## src/rtl/aes_ctrl_pkg.sv

```systemverilog
// Shared definitions for the AES chaining controller: FSM encoding,
// chaining/key/direction constants and the CBC masking helper.
package aes_ctrl_pkg;

   typedef enum logic [2:0] {
      ST_IDLE     = 3'd0,
      ST_KEY_REQ  = 3'd1,
      ST_KEY_WAIT = 3'd2,
      ST_RDY      = 3'd3,
      ST_RUN      = 3'd4,
      ST_HOLD     = 3'd5,
      ST_ERR      = 3'd6
   } state_e;

   localparam logic       CHAIN_ECB = 1'b0;
   localparam logic       CHAIN_CBC = 1'b1;
   localparam logic       ENDE_ENC  = 1'b0;
   localparam logic       ENDE_DEC  = 1'b1;
   localparam logic [1:0] KEY_128   = 2'd0;
   localparam logic [1:0] KEY_192   = 2'd1;
   localparam logic [1:0] KEY_256   = 2'd2;

   // Chaining value to XOR in, or zero when the path is not chained.
   function automatic logic [127:0] chain_mask(input logic use_chain, input logic [127:0] cv);
      return use_chain ? cv : 128'h0;
   endfunction

endpackage

```

## src/rtl/aes_ctrl_wdog.sv

```systemverilog
// Response watchdog: counts cycles while enabled, clears whenever disabled,
// so every entry into a waiting state starts from zero.
module aes_ctrl_wdog
   import aes_ctrl_pkg::*;
#(
   parameter int unsigned TIMEOUT_CYC = 1023
) (
   input  logic clk,
   input  logic rst_n,
   input  logic en_i,
   output logic armed_o,
   output logic expired_o
);

   localparam int unsigned W = (TIMEOUT_CYC < 1) ? 1 : $clog2(TIMEOUT_CYC + 1);
   localparam logic [W-1:0] LIMIT = W'(TIMEOUT_CYC);

   logic [W-1:0] cnt_q;
   logic [W-1:0] cnt_d;

   // Saturating count; dropping the enable reloads zero.
   always_comb begin
      if (!en_i) begin
         cnt_d = '0;
      end else if (cnt_q != LIMIT) begin
         cnt_d = cnt_q + W'(1);
      end else begin
         cnt_d = cnt_q;
      end
   end

   // Counter register.
   always_ff @(posedge clk or negedge rst_n) begin
      if (!rst_n) begin
         cnt_q <= '0;
      end else begin
         cnt_q <= cnt_d;
      end
   end

   // Armed from the second waiting cycle on; expired once the limit is held.
   assign armed_o   = (cnt_q != '0);
   assign expired_o = en_i && (cnt_q == LIMIT);

endmodule

```

## src/rtl/aes_chain_ctrl.sv

```systemverilog
// ECB/CBC chaining controller around an external AES core: key setup,
// one block in flight, output hold until the host takes it, response timeout.
module aes_chain_ctrl
   import aes_ctrl_pkg::*;
#(
   parameter int unsigned TIMEOUT_CYC = 1023,
   parameter int unsigned CNT_W       = 32
) (
   input  logic             clk,
   input  logic             rst_n,
   input  logic             i_cfg_start,
   input  logic             i_ende,
   input  logic [1:0]       i_key_mode,
   input  logic             i_chain,
   input  logic [255:0]     i_key,
   input  logic [127:0]     i_iv,
   input  logic [127:0]     i_data,
   input  logic             i_data_valid,
   output logic             o_data_ready,
   output logic [127:0]     o_data,
   output logic             o_data_valid,
   input  logic             i_data_ready,
   output logic             o_cfg_done,
   output logic             o_error,
   output logic [CNT_W-1:0] o_block_cnt,
   output logic             o_core_start,
   output logic             o_core_enable,
   output logic             o_core_ende,
   output logic [255:0]     o_core_key,
   output logic [1:0]       o_core_key_mode,
   output logic [127:0]     o_core_data,
   output logic             o_core_data_valid,
   input  logic [127:0]     i_core_data,
   input  logic             i_core_data_valid,
   input  logic             i_core_key_ready
);

   state_e             state_q;
   logic               ende_q, chain_mode_q, enable_q;
   logic [1:0]         key_mode_q;
   logic [255:0]       key_q;
   logic [127:0]       cv_q, ct_q, core_data_q, data_q;
   logic               core_start_q, core_dv_q, data_valid_q, ready_q, cfg_done_q, error_q;
   logic [CNT_W-1:0]   blk_cnt_q;
   logic [127:0]       core_data_d, data_d;
   logic               cbc_enc_s, cbc_dec_s, wd_en_s, wd_armed_s, wd_expired_s;

   assign cbc_enc_s = (chain_mode_q == CHAIN_CBC) && (ende_q == ENDE_ENC);
   assign cbc_dec_s = (chain_mode_q == CHAIN_CBC) && (ende_q == ENDE_DEC);
   assign wd_en_s   = (state_q == ST_KEY_WAIT) || (state_q == ST_RUN);

   // CBC encrypt chains before the core, CBC decrypt chains after it.
   always_comb begin
      core_data_d = i_data ^ chain_mask(cbc_enc_s, cv_q);
      data_d      = i_core_data ^ chain_mask(cbc_dec_s, cv_q);
   end

   aes_ctrl_wdog #(
      .TIMEOUT_CYC (TIMEOUT_CYC)
   ) u_wdog (
      .clk       (clk),
      .rst_n     (rst_n),
      .en_i      (wd_en_s),
      .armed_o   (wd_armed_s),
      .expired_o (wd_expired_s)
   );

   // Controller FSM; a new configuration overrides whatever is in progress.
   always_ff @(posedge clk or negedge rst_n) begin
      if (!rst_n) begin
         state_q      <= ST_IDLE;
         ende_q       <= 1'b0;
         chain_mode_q <= CHAIN_ECB;
         key_mode_q   <= KEY_128;
         key_q        <= 256'h0;
         cv_q         <= 128'h0;
         ct_q         <= 128'h0;
         core_data_q  <= 128'h0;
         data_q       <= 128'h0;
         core_start_q <= 1'b0;
         core_dv_q    <= 1'b0;
         data_valid_q <= 1'b0;
         ready_q      <= 1'b0;
         cfg_done_q   <= 1'b0;
         error_q      <= 1'b0;
         enable_q     <= 1'b0;
         blk_cnt_q    <= '0;
      end else begin
         enable_q     <= 1'b1;
         core_start_q <= 1'b0;
         core_dv_q    <= 1'b0;
         if (i_cfg_start) begin
            ende_q       <= i_ende;
            chain_mode_q <= i_chain;
            key_mode_q   <= i_key_mode;
            key_q        <= i_key;
            cv_q         <= i_iv;
            ct_q         <= 128'h0;
            data_valid_q <= 1'b0;
            ready_q      <= 1'b0;
            cfg_done_q   <= 1'b0;
            error_q      <= 1'b0;
            blk_cnt_q    <= '0;
            core_start_q <= 1'b1;
            state_q      <= ST_KEY_REQ;
         end else begin
            case (state_q)
               ST_KEY_REQ: state_q <= ST_KEY_WAIT;
               ST_KEY_WAIT: begin
                  if (i_core_key_ready && wd_armed_s) begin
                     cfg_done_q <= 1'b1;
                     blk_cnt_q  <= '0;
                     ready_q    <= 1'b1;
                     state_q    <= ST_RDY;
                  end else if (wd_expired_s) begin
                     error_q    <= 1'b1;
                     cfg_done_q <= 1'b0;
                     state_q    <= ST_ERR;
                  end
               end
               ST_RDY: begin
                  if (i_data_valid && ready_q) begin
                     core_data_q <= core_data_d;
                     core_dv_q   <= 1'b1;
                     ready_q     <= 1'b0;
                     if (cbc_dec_s) begin
                        ct_q <= i_data;
                     end
                     state_q <= ST_RUN;
                  end
               end
               ST_RUN: begin
                  if (i_core_data_valid) begin
                     data_q       <= data_d;
                     data_valid_q <= 1'b1;
                     state_q      <= ST_HOLD;
                  end else if (wd_expired_s) begin
                     error_q    <= 1'b1;
                     cfg_done_q <= 1'b0;
                     state_q    <= ST_ERR;
                  end
               end
               ST_HOLD: begin
                  if (i_data_ready) begin
                     data_valid_q <= 1'b0;
                     blk_cnt_q    <= blk_cnt_q + CNT_W'(1);
                     if (cbc_enc_s) begin
                        cv_q <= data_q;
                     end else if (cbc_dec_s) begin
                        cv_q <= ct_q;
                     end
                     ready_q <= 1'b1;
                     state_q <= ST_RDY;
                  end
               end
               ST_IDLE, ST_ERR: state_q <= state_q;
               default:         state_q <= ST_IDLE;
            endcase
         end
      end
   end

   assign o_data_ready      = ready_q;
   assign o_data            = data_q;
   assign o_data_valid      = data_valid_q;
   assign o_cfg_done        = cfg_done_q;
   assign o_error           = error_q;
   assign o_block_cnt       = blk_cnt_q;
   assign o_core_start      = core_start_q;
   assign o_core_enable     = enable_q;
   assign o_core_ende       = ende_q;
   assign o_core_key        = key_q;
   assign o_core_key_mode   = key_mode_q;
   assign o_core_data       = core_data_q;
   assign o_core_data_valid = core_dv_q;

endmodule

```

## config.mk

```make
export PLATFORM = sky130hd
export DESIGN_NAME = aes_chain_ctrl
export DESIGN_NICKNAME = d
export VERILOG_FILES = /design/src/rtl/aes_ctrl_pkg.sv /design/src/rtl/aes_ctrl_wdog.sv /design/src/rtl/aes_chain_ctrl.sv
export SDC_FILE = /design/constraint.sdc
export NUM_CORES = 2
export LEC_CHECK = 0
export BUFFER_PORTS_ARGS = -buffer_cell sky130_fd_sc_hd__buf_4
export CAP_MARGIN = 20
export CORE_AREA = 2 2 476 478
export DETAILED_ROUTE_END_ITERATION = 10
export DIE_AREA = 0 0 478 480
export PLACE_DENSITY = 0.32
export SLEW_MARGIN = 5
export SYNTH_ARGS = -nofsm -noshare
export SYNTH_HDL_FRONTEND = slang
export SYNTH_HIERARCHICAL = 1
export SYNTH_SLANG_ARGS = --single-unit
```

## constraint.sdc

```tcl
create_clock -name clk -period 2.1 [get_ports clk]
set_clock_uncertainty 0.2 [all_clocks]
set_input_delay 0.21 -clock clk [delete_from_list [all_inputs] [get_ports clk]]
set_output_delay 0.21 -clock clk [all_outputs]
set_load 0.005 [all_outputs]
```

==> Yosys cells after proc, flatten, opt, wreduce, memory -nomap -nowiden <==
Index checks and enable logic that the tools add are counted.
{ "totals": {"ff_bits": 824, "latch_bits": 0, "ram_bits": 0, "romBits": 0, "input_bits": 651, "out_inout_bits": 554, "word_cells": 116, "n_memories": 0} }
{ "op_classes": {"n_addsub": 2, "multipliers": 0, "div_mod_pow": 0, "n_lt_le_gt_ge": 0, "eq_ne": 16, "shift": 0, "n_mux": 47, "bitwise": 4, "n_reduce_logical": 29} }
{ "ops": {"columns": ["op", "n"], "rows": [
  ["$mux W128", 11],
  ["$xor A128 B128 Y128", 2],
  ["$mux W32", 3],
  ["$pmux W32 S2", 1],
  ["$add A32 B1 Y32 const B", 1],
  ["$reduce_and A3 Y1", 8],
  ["$mux W10", 2],
  ["$mux W1", 19],
  ["$mux W3", 6],
  ["$pmux W3 S6", 1],
  ["$ne A3 B3 Y1 const B", 5],
  ["$reduce_bool A3 Y1", 4],
  ["$add A10 B1 Y10 const B", 1],
  ["$eq A10 B10 Y1 const B", 1],
  ["$ne A10 B10 Y1 const B", 1],
  ["$reduce_bool A10 Y1", 1],
  ["$reduce_bool A2 Y1", 5],
  ["$eq A3 B3 Y1 const B", 3],
  ["$eq A3 B2 Y1 const B", 2],
  ["$pmux W1 S2", 3],
  ["$logic_and A1 B1 Y1", 5],
  ["$ne A2 B2 Y1 const B", 2],
  ["$reduce_and A4 Y1", 1],
  ["$reduce_bool A4 Y1", 1],
  ["8 further kinds", 9]
]} }

==> Depth between registers and ports, before layout <==
{ "logic_depth": {"depth_word": 7, "mapped_depth": 10, "mapped_depth_nobuf": 8} }

==> Modules after synthesis <==
Netlist, hierarchy kept.
{ "by_module_without_submodules": {"columns": ["mod", "instances", "cells_each", "area_each_um2", "seq_area_each_um2"], "rows": [
  ["aes_chain_ctrl", 1, 3204, 36174.7, 20369.5],
  ["aes_ctrl_wdog", 1, 65, 598.1, 250.2]
]} }

==> Worst setup path after synthesis <==
Ideal clock, no wire load.
{ "synth_timing": {"kind": "register to register", "startpoint": "register blk_cnt_q[0], in the netlist o_block_cnt[0]", "endpoint": "register blk_cnt_q[28], in the netlist o_block_cnt[28]", "setup_time_ns": 0.087, "arrival_ns": 1.974, "required_ns": 1.813, "path_slack_ns": -0.161, "stages_incl_launch_ff": 7, "path_buffers": 1, "synth_period_minus_slack_ns": 2.261, "path_cell_list": "dfrtp_1 > ha_1 > nand3_2 > or4_1 > buf_2 > or4_1 > o211ai_1"} }
{ "synth_via": {"elab_chain_len": 4} }
{ "synth_lines": {"columns": ["element", "line", "rtl"], "rows": [
  ["start: declaration", "aes_chain_ctrl.sv:44", "logic [CNT_W-1:0] blk_cnt_q;"],
  ["start signal: assignment", "aes_chain_ctrl.sv:146", "blk_cnt_q <= blk_cnt_q + CNT_W'(1);"],
  ["$add A32 B1 Y32", "aes_chain_ctrl.sv:146", null],
  ["$mux W32", "aes_chain_ctrl.sv:144", "if (i_data_ready) begin"],
  ["$pmux W32 S2", "aes_chain_ctrl.sv:107", "case (state_q)"],
  ["$mux W32", "aes_chain_ctrl.sv:92", "if (i_cfg_start) begin"]
]} }
Every way passes these cells. The select of a mux whose other input is x is not followed.
A chain may end at the register's enable or synchronous reset.

==> Final worst setup path <==
{ "layout_timing": {"startpoint": "register u_wdog.cnt_q[2]", "endpoint": "register state_q[0]"} }
{ "layout_via": {"elab_cells_between_ends": 9, "classes_between": "eq/ne (1); mux (5); reduce/logical (3)"} }
{ "layout_rtl": {"columns": ["element", "line", "rtl"], "rows": [
  ["start: declaration", "aes_ctrl_wdog.sv:18", "logic [W-1:0] cnt_q;"],
  ["start signal: assignment", "aes_ctrl_wdog.sv:37", "cnt_q <= cnt_d;"],
  ["$reduce_bool A10 Y1", "aes_ctrl_wdog.sv:42", "assign armed_o = (cnt_q != '0);"],
  ["via wd_armed_s", "aes_chain_ctrl.sv:46", "logic cbc_enc_s, cbc_dec_s, wd_en_s, wd_armed_s, wd_expired_s;"],
  ["$logic_and A1 B1 Y1", "aes_chain_ctrl.sv:110", "if (i_core_key_ready && wd_armed_s) begin"],
  ["$mux W3", "aes_chain_ctrl.sv:110", null],
  ["$pmux W3 S6", "aes_chain_ctrl.sv:107", null],
  ["$mux W3", "aes_chain_ctrl.sv:92", null],
  ["end signal: assignment", "aes_chain_ctrl.sv:156", "ST_IDLE, ST_ERR: state_q <= state_q;"],
  ["end: declaration", "aes_chain_ctrl.sv:38", "state_e state_q;"]
]} }
The timed path passes the listed nets, and every way through them passes these cells.

==> flow_metrics.env <==
export IMPL_result_of_the_run="complete, but fails checks"
export IMPL_violations="setup timing"
export IMPL_synth_top_flop_cell="dfrtp_1"
export IMPL_route_detailed_vias_per_inst=3.94
export IMPL_row_count=174
export IMPL_slew_limit_headroom_pct=52.6
export IMPL_synth_edf_count=0
export IMPL_globalRouteTotalUtil_pct=16.4
export IMPL_slew_violations=0
export IMPL_placedCellCount=7495
export IMPL_pin_count_of_the_biggest_net_entering_global_routing=97
export IMPL_fin_tns_setup_ns=-1.92
export IMPL_drv_max_cap_violation_count=0
export IMPL_postSynthRegisterBits=824
export IMPL_numPortBuffers=1204
export IMPL_grt_setup_unrepaired="yes"
export IMPL_floorplan_die_height_um=480
export IMPL_cts_root_buf="clkbuf_16"
export IMPL_fmax_mhz=458
export IMPL_period_needed_ns=2.18
export IMPL_synth_area_leader_cell="dfrtp_1"
export IMPL_post_syn_area_per_cell_um2=11.2
export IMPL_mostFrequentLayoutCells="buf_4, dlygate4sd3_1, dfrtp_1, nand2_1, mux2_2"
export IMPL_drt_iter0_markers=1379
export IMPL_fillCellCount=23500
export IMPL_worst_ep_arrival_time_ns=2.64
export IMPL_netlist_area_um2=36800
export IMPL_cts_sink_count=824
export IMPL_post_place_setup_slack_ns=-0.118
export IMPL_grt_antenna_before_repair=65
export IMPL_detailedRoute_firstPassIterationCount=5
export IMPL_final_cell_area_um2=68000
export IMPL_yosys_area_top_type_share_pct=56.1
export IMPL_ys_top_cells_by_area="dfrtp_1, mux2_2, xor2_1"
export IMPL_criticalPathCategory="reg -> reg"
export IMPL_synth_distinct_cells=71
export IMPL_dieWidth_um=478
export IMPL_irDropWorstVdd_mv=0.768
export IMPL_floorplan_die_area_um2=229000
export IMPL_area_growth_synth_to_final_pct=85.0
export IMPL_yosys_warnings=6
export IMPL_final_setup_worst_slack_ns=-0.0836
export IMPL_worst_skew_pair_late_latency_ns=0.77
export IMPL_detail_route_antenna_nets=0
export IMPL_floorplan_initialDensity_pct=16.4
export IMPL_number_of_placed_i_o_pins=1205
export IMPL_cp_data_required_time_ns=2.56
export IMPL_global_route_wire_length_before_repair_um=275000
export IMPL_power_density_nw_per_um2=669
export IMPL_postSynthCellCount=3269
export IMPL_cts_made_buffers=113
export IMPL_clk_pin_slew_ns=0.06
export IMPL_cts_htree_levels=3
export IMPL_route_final_wire_length_um=201000
export IMPL_tritoncts="built"
export IMPL_layout_cells_non_filler=8868
export IMPL_remaining_drc_errors=0
export IMPL_final_hold_fails=0
export IMPL_power_total_mw=45.5
export IMPL_synth_net_count=3923
export IMPL_core_area_um2=224000
export IMPL_worstHoldPathType="in -> reg"
export IMPL_final_setup_viol_count=58
export IMPL_final_stage_net_count=6408
export IMPL_synth_seq_area_share_pct=56.1
export IMPL_placer_s_final_routability_congestion_estimate=0.794
export IMPL_layout_commonest_cell="buf_4"
export IMPL_drt_wl_cell_um=22.6
export IMPL_startpoint_type="flop"
export IMPL_critPathCaptureType="flop"
export IMPL_seqCellArea_um2=20600
export IMPL_dp_hpwl_um=146000
export IMPL_final_layout_size_suffix_gt1_share_pct=37.6
export IMPL_via_count=34936
export IMPL_static_leakage_power_nw=30.6
export IMPL_crit_fanout=4
export IMPL_timing_final_crit_share_pct=104
export IMPL_overflow=0
export IMPL_post_dp_cell_area_um2=51600
export IMPL_ctsLongestPathBuffers=3
export IMPL_grt_pass1_vias=36705
export IMPL_multi_input_gate_area_in_the_final_layout_um2=15600
export IMPL_ys_async_sr_fraction_pct=100
export IMPL_tightest_slew_ns=0.711
## path summary, 6_finish.rpt
check / depth (start not counted) / to / from / slack [ns]
max in group asynchronous: 5 / o_block_cnt[10]$_DFFE_PN0P_ / rst_n / 0.53
worst min-delay path: 3 / o_core_key[80]$_DFFE_PN0P_ / i_key[80] / 0.08
worst max-delay path: 8 / state_q[0]$_DFFE_PN0P_ / u_wdog/cnt_q[2]$_DFFE_PN0P_ / -0.08
worst max register to register: 8 / state_q[0]$_DFFE_PN0P_ / u_wdog/cnt_q[2]$_DFFE_PN0P_ / -0.08
min in group asynchronous: 3 / o_data[65]$_DFFE_PN0N_ / rst_n / 0.26
worst min register to register: 1 / ct_q[9]$_DFFE_PN0P_ / ct_q[9]$_DFFE_PN0P_ / 0.30
## synthesized netlist by cell type, drive strengths merged, types with 5 or more instances
master	instances
nor3	15
o211ai	5
o31ai	5
nor2	145
nor4	19
and3	7
and2	5
o21ai	287
xor2	257
a22o	131
mux2i	131
nand2	547
buf	114
nor2b	5
clkbuf	106
dfrtp	824
a31oi	23
mux2	388
a21oi	144
nand4	17
nand3	15
inv	15
## registers in the layout, summed over array words and instances (netlist names)
name	cells
chain_mode_q	1
ct_q	128
cv_q	128
o_block_cnt	32
o_cfg_done	1
o_core_data	128
o_core_data_valid	1
o_core_enable	1
o_core_ende	1
o_core_key	256
o_core_key_mode	2
o_core_start	1
o_data	128
o_data_ready	1
o_data_valid	1
o_error	1
state_q	3
u_wdog/cnt_q	10
## through the flow
| stage | util [%] | hold slack, ns |
|---|---|---|
| global route | 30.4 | 0.0253 |
| detailed placement | 23.0 | -0.0653 |
| finish | 30.4 | 0.0772 |
| floorplan | - | -0.286 |
| CTS | 29.5 | 0.00112 |
| global placement | 23.0 | -0.0684 |
## cell families (layout without fill, tap and decap cells)
group | after synthesis | after routing | synth area share, %
other | 1 | 29 | 0.0102
AND/OR/NAND/NOR | 801 | 801 | 9.08
flip-flops | 824 | 824 | 56.1
AO/OA/AOI/OAI | 628 | 628 | 10.4
adder cells (fa/ha/maj) | 3 | 3 | 0.102
buffers and inverters | 236 | 2815 | 2.81
multiplexers | 519 | 519 | 15.4
XOR/XNOR | 257 | 257 | 6.12
## where the power goes
part / internal, mW / total (mW) / leakage, nW / switching [mW]
Clock: 11.6 / 20.0 / 1.88 / 8.33
Sequential: 16.7 / 17.3 / 10.8 / 0.561
Combinational: 4.83 / 8.28 / 17.9 / 3.46
Total: 33.2 / 45.5 / 30.6 / 12.3
## layout make-up
class / count / area share [%]
diodes: 28 / 0.103
clock buffers: 173 / 4.93
clock inverters: 36 / 0.695
inverters: 15 / 0.0828
multi-input cells: 2209 / 22.9
flip-flops and latches: 824 / 30.3
well taps: 2992 / 5.50
repair buffers: 2591 / 35.5
## repair_timing
action | in CTS | in global routing
resized for setup | 33 | 210
setup buffers | 6 | 56
endpoints found under the setup margin | 182 | 325
pin swaps | 6 | 39
hold buffers | 1039 | 0
endpoints found under the hold margin | 1632 | 0
gates cloned | 3 | 34
## layer usage
metal	vias up	global-route usage (%)	routed length, µm
li1	16377	-	-
met5	-	0	247
met2	915	28.8	101000
met4	42	5.13	6610
met1	17305	19.4	82100
met3	297	4.05	10600
## worst max-delay path, cell delays in order (launching register included)
cell and delay, ns:
dfrtp_1 0.39, nor4_2 0.28, nand4b_1 0.21, and3b_2 0.31
buf_4 0.15, buf_6 0.11, nand2_4 0.08, a22oi_2 0.07
a211o_1 0.28
Note: power is estimated with default switching activity, not from simulation.
